File: src/rtl/kgp_pkg.sv
// Shared KGP-RISC definitions: opcode classes,
// branch function codes and the PC width.
package kgp_pkg;

  localparam int PC_W = 10;

  localparam logic [2:0] OP_BRANCH = 3'b011;

  localparam logic [3:0] FC_B    = 4'b0000;
  localparam logic [3:0] FC_BZ   = 4'b0001;
  localparam logic [3:0] FC_BNZ  = 4'b0010;
  localparam logic [3:0] FC_BCY  = 4'b0011;
  localparam logic [3:0] FC_BNCY = 4'b0100;
  localparam logic [3:0] FC_BS   = 4'b0101;
  localparam logic [3:0] FC_BNS  = 4'b0110;
  localparam logic [3:0] FC_BV   = 4'b0111;
  localparam logic [3:0] FC_BNV  = 4'b1000;
  localparam logic [3:0] FC_CALL = 4'b1001;
  localparam logic [3:0] FC_BLT  = 4'b1010;

endpackage

File: src/rtl/branch_cond.sv
// Combinational branch-condition decode against
// the ALU status flags; reserved codes never take.
module branch_cond
  import kgp_pkg::*;
(
  input  logic [3:0] fcode,
  input  logic       carryFlag,
  input  logic       zFlag,
  input  logic       overflowFlag,
  input  logic       signFlag,
  output logic       taken,
  output logic       is_call
);

  always_comb begin
    taken   = 1'b0;
    is_call = 1'b0;
    unique case (1'b1)
      (fcode == FC_B):    taken = 1'b1;
      (fcode == FC_BZ):   taken = zFlag;
      (fcode == FC_BNZ):  taken = ~zFlag;
      (fcode == FC_BCY):  taken = carryFlag;
      (fcode == FC_BNCY): taken = ~carryFlag;
      (fcode == FC_BS):   taken = signFlag;
      (fcode == FC_BNS):  taken = ~signFlag;
      (fcode == FC_BV):   taken = overflowFlag;
      (fcode == FC_BNV):  taken = ~overflowFlag;
      (fcode == FC_CALL): begin
        taken   = 1'b1;
        is_call = 1'b1;
      end
      (fcode == FC_BLT):  taken = signFlag ^ overflowFlag;
      default: ;
    endcase
  end

endmodule

File: src/rtl/branch_unit.sv
// Execute-stage branch resolution: registered next PC,
// PC-select strobe and call link register.
module branch_unit
  import kgp_pkg::*;
(
  input  logic            clk,
  input  logic            rst_n,
  input  logic [2:0]      opcode,
  input  logic [3:0]      fcode,
  input  logic [24:0]     label,
  input  logic            carryFlag,
  input  logic            zFlag,
  input  logic            overflowFlag,
  input  logic            signFlag,
  input  logic [PC_W-1:0] PC,
  output logic [PC_W-1:0] exNPC,
  output logic            PCSrc,
  output logic [31:0]     ra
);

  logic            condTaken;
  logic            condCall;
  logic            isBranch;
  logic            taken;
  logic            doLink;
  logic [PC_W-1:0] pcPlus1;
  logic [PC_W-1:0] target;
  logic            unusedLabel;

  branch_cond uCond (
    .fcode        (fcode),
    .carryFlag    (carryFlag),
    .zFlag        (zFlag),
    .overflowFlag (overflowFlag),
    .signFlag     (signFlag),
    .taken        (condTaken),
    .is_call      (condCall)
  );

  // Only the low PC_W bits of the label form an absolute target.
  assign unusedLabel = ^label[24:PC_W];
  assign target      = label[PC_W-1:0];
  assign pcPlus1     = PC + 10'd1;
  assign isBranch    = (opcode == OP_BRANCH);
  assign taken       = isBranch & condTaken;
  assign doLink      = isBranch & condCall;

  always_ff @(posedge clk or negedge rst_n) begin
    if (!rst_n) begin
      exNPC <= '0;
      PCSrc <= 1'b0;
      ra    <= '0;
    end else begin
      PCSrc <= taken;
      exNPC <= taken ? target : pcPlus1;
      if (doLink)
        ra <= {22'b0, pcPlus1};
    end
  end

endmodule

File: config.mk
export PLATFORM = sky130hd
export DESIGN_NAME = branch_unit
export DESIGN_NICKNAME = d
export VERILOG_FILES = /design/src/rtl/kgp_pkg.sv /design/src/rtl/branch_cond.sv /design/src/rtl/branch_unit.sv
export SDC_FILE = /design/constraint.sdc
export NUM_CORES = 1
export LEC_CHECK = 0
export ABC_AREA = 0
export BUFFER_PORTS_ARGS = -buffer_cell sky130_fd_sc_hd__buf_2
export CAP_MARGIN = 5
export CORE_MARGIN = 3
export CORE_UTILIZATION = 44
export CTS_BUF_LIST = sky130_fd_sc_hd__clkbuf_8
export DETAILED_ROUTE_END_ITERATION = 10
export GPL_TIMING_DRIVEN = 0
export PLACE_DENSITY_LB_ADDON = 0.1
export SLEW_MARGIN = 20
export SYNTH_ARGS = -nofsm -noshare
export SYNTH_HDL_FRONTEND = slang
export SYNTH_HIERARCHICAL = 1
export SYNTH_SLANG_ARGS = --single-unit
File: constraint.sdc
create_clock -name clk -period 2 [get_ports clk]
set_input_delay 0 -clock clk [delete_from_list [all_inputs] [get_ports clk]]
set_output_delay 0 -clock clk [all_outputs]
set_load 0.02 [all_outputs]
==> results_dict.tcl <==
set metrics [dict create \
    clkTransAtPathRegs_ns 0.07 \
    p_leak_uw 0.000941 \
    htreeDepth 1 \
    critPathRequiredTime_ns 2.20 \
    clk_latency_ns 0.25 \
    worstSetupEndpointType "flip-flop" \
    grt_usage_pct 18.1 \
    cp_data_arrival_time_ns 2.06 \
    critPathMaxStageDelay_ns 0.55 \
    syn_to_final_growth_pct 44.0 \
    cts_tree "built" \
    multi_input_area_um2 553 \
    grt_pass1_vias 1129 \
    wl_per_cell_um 12.1 \
    maxCapViolCount 0 \
    first_pass_iters 4 \
    status "completed" \
    worstPathCellList "clkbuf_2 -> or4b_1 -> a21o_1 -> o2111ai_1 -> nand2_1 -> buf_6 -> buf_6 -> a21oi_1 -> dlygate4sd3_1" \
    peakVddDrop_mv 0.724 \
    drt-total-wl_um 2970 \
    power.total_uw 1080 \
    avgSynthCellArea_um2 9.35 \
    yosysUniqueCellTypes 32 \
    num-nets-final 266 \
    hp-class "input port to flip-flop" \
    critPathMaxFanout 10 \
    die_h_um 58.4 \
    critPathKind "input port to flip-flop" \
    core-area_mm2 0.00254 \
    diodes 0 \
    cpMostUsedCell "buf_6" \
    hpwl_um 2210 \
    finalHoldViolCount 0 \
    place_ws_ns 0.341 \
    drv_slew 0 \
    seq_area_frac_synth_pct 43.6 \
    vias 1111 \
    synth_warnings 6 \
    vias_per_cell 4.52 \
    place.gp.congestion 0.751 \
    postRouteAntennaNets 0 \
    setup_ws_ns 0.136 \
    synth_area_mm2 0.00121 \
    holdWs_ns 0.0107 \
    critPathLaunchType "input port" \
    power_density_mw_per_mm2 623 \
    grt_pass1_wl_um 4770 \
    antenna_found_initial 0 \
    first_iter_violations 47 \
    ys.flop_type "dfrtp_1" \
    synth_edf_count 0 \
    portBuffers 51 \
    fmax_ghz 0.537 \
    fill_cells 224 \
    drc 0 \
    skew_ns 0 \
    fp.dieW_um 58.4 \
    crit_family "buffers and inverters" \
    post-route-period-util_pct 93.2 \
    seq_area_um2 526 \
    finalSetupViolCount 0 \
    critPathBufInv 4 \
    synth_seq_cells 21 \
    async_flop_share_pct 100 \
    grt_max_degree 22 \
    grt-ovfl-total 0 \
    cp_slowest_cell "dlygate4sd3_1" \
    cts_buffers 3 \
    rsz0062_at_grt "no" \
    io_pins 91 \
    die_area_mm2 0.00341 \
    root_buffer "clkbuf_8" \
    finalCriticalPeriod_ns 1.86 \
    drive_above_1_share_pct 39.8 \
    num_rows 18 \
    postSynthCellCount 129 \
    cts_buffer_depth 2 \
    initial_core_util_pct 47.4 \
    cts_sinks 21 \
    setup_tns_ns 0 \
]
## metal layers
| metal | vias to the layer above | global-route usage (%) | routed length [µm] |
|---|---|---|---|
| li1 | 569 | - | - |
| met1 | 504 | 20.6 | 1150 |
| met2 | 38 | 34.8 | 1580 |
| met3 | 0 | 5.26 | 240 |
| met4 | 0 | 0.993 | 0 |
| met5 | - | 0 | 0 |
## flip-flops by register name, indices dropped and copies added (netlist names)
register	cells
exNPC	10
PCSrc	1
ra	10
## final timing paths
check,start,to,slack [ns],cells past startpoint
worst min-delay path,label[5],exNPC[5],0.01,3
worst min register to register,ra[7],ra[7],0.48,2
max in group asynchronous,rst_n,exNPC[6],1.46,2
worst max-delay path,fcode[0],exNPC[0],0.14,9
min in group asynchronous,rst_n,PCSrc,0.22,2
worst max register to register,ra[1],ra[1],1.26,1
## power by group
part	switching [µW]	leakage (µW)	internal (µW)
clock network	131	0.0000269	137
registers	17.2	0.000263	470
logic	191	0.000650	137
## what timing repair did
| item | 4_1_cts | 5_1_grt |
|---|---|---|
| resized for setup | 0 | 3 |
| endpoints found under the hold margin | 30 | 0 |
| setup endpoints to repair | 0 | 1 |
| buffers inserted | 0 | 1 |
| hold buffers | 10 | 0 |
## tightest hold or removal path, stage by stage
cell	delay, ns
buf_2	0.09
nor2_1	0.09
a21oi_1	0.05
## Yosys cell counts (2+ instances only)
cell      instances  area [µm²]
a21oi_1          12        60.1
buf_4            22         165
buf_6             2        22.5
clkbuf_2          2        10.0
dfrtp_1          21         526
mux2_2            2        22.5
nand2_1          13        48.8
nand3_1           3        15.0
nand3b_1          2        15.0
nand4_1           2        12.5
nor2_1           11        41.3
o21ai_0           9        45.0
o21ai_1           3        15.0
xnor2_1           2        17.5
xor2_1            6        52.6
## placed cells by master, fill, tap and decap left out, drive strengths merged, types with 2 or more instances in the layout
cell type / instances
and3: 2
nand4: 2
clkbuf: 5
a21oi: 12
conb: 22
inv: 2
buf: 77
dlygate4sd3: 10
nand3: 3
dfrtp: 21
nand2: 14
nand3b: 2
nor2: 11
o21ai: 12
xor2: 6
xnor2: 2
mux2: 2
## logic make-up (layout without fill, tap and decap cells)
logic type | Yosys count | after routing | synth area share (%)
xor gates and xnor gates | 8 | 8 | 5.81
DFF | 21 | 21 | 43.6
other | 1 | 22 | 0.311
AOI/OAI and AO/OA | 26 | 26 | 11.3
and+or+nand+nor | 41 | 41 | 18.2
muxes | 3 | 3 | 2.70
adders and majority gates | 1 | 1 | 1.04
buffers and inverters | 28 | 94 | 17.1
## layout make-up
type / instances / area share, %
multi-input combinational: 101 / 31.8
sequential: 21 / 30.3
timing repair buffer: 62 / 20.9
buffer: 27 / 12.0
clock buffer: 3 / 2.38
tap: 30 / 2.16
clock inverter: 1 / 0.216
inverter: 1 / 0.216
## per-stage QoR
step                cells  utilization, %  area, µm²
detailed placement    231            62.0       1580
finish                246            68.2       1740
global placement      231            62.0       1580
floorplan             150               -       1280
global route          246            68.2       1740
CTS                   245            67.7       1720
(Power assumes the default switching activity.)
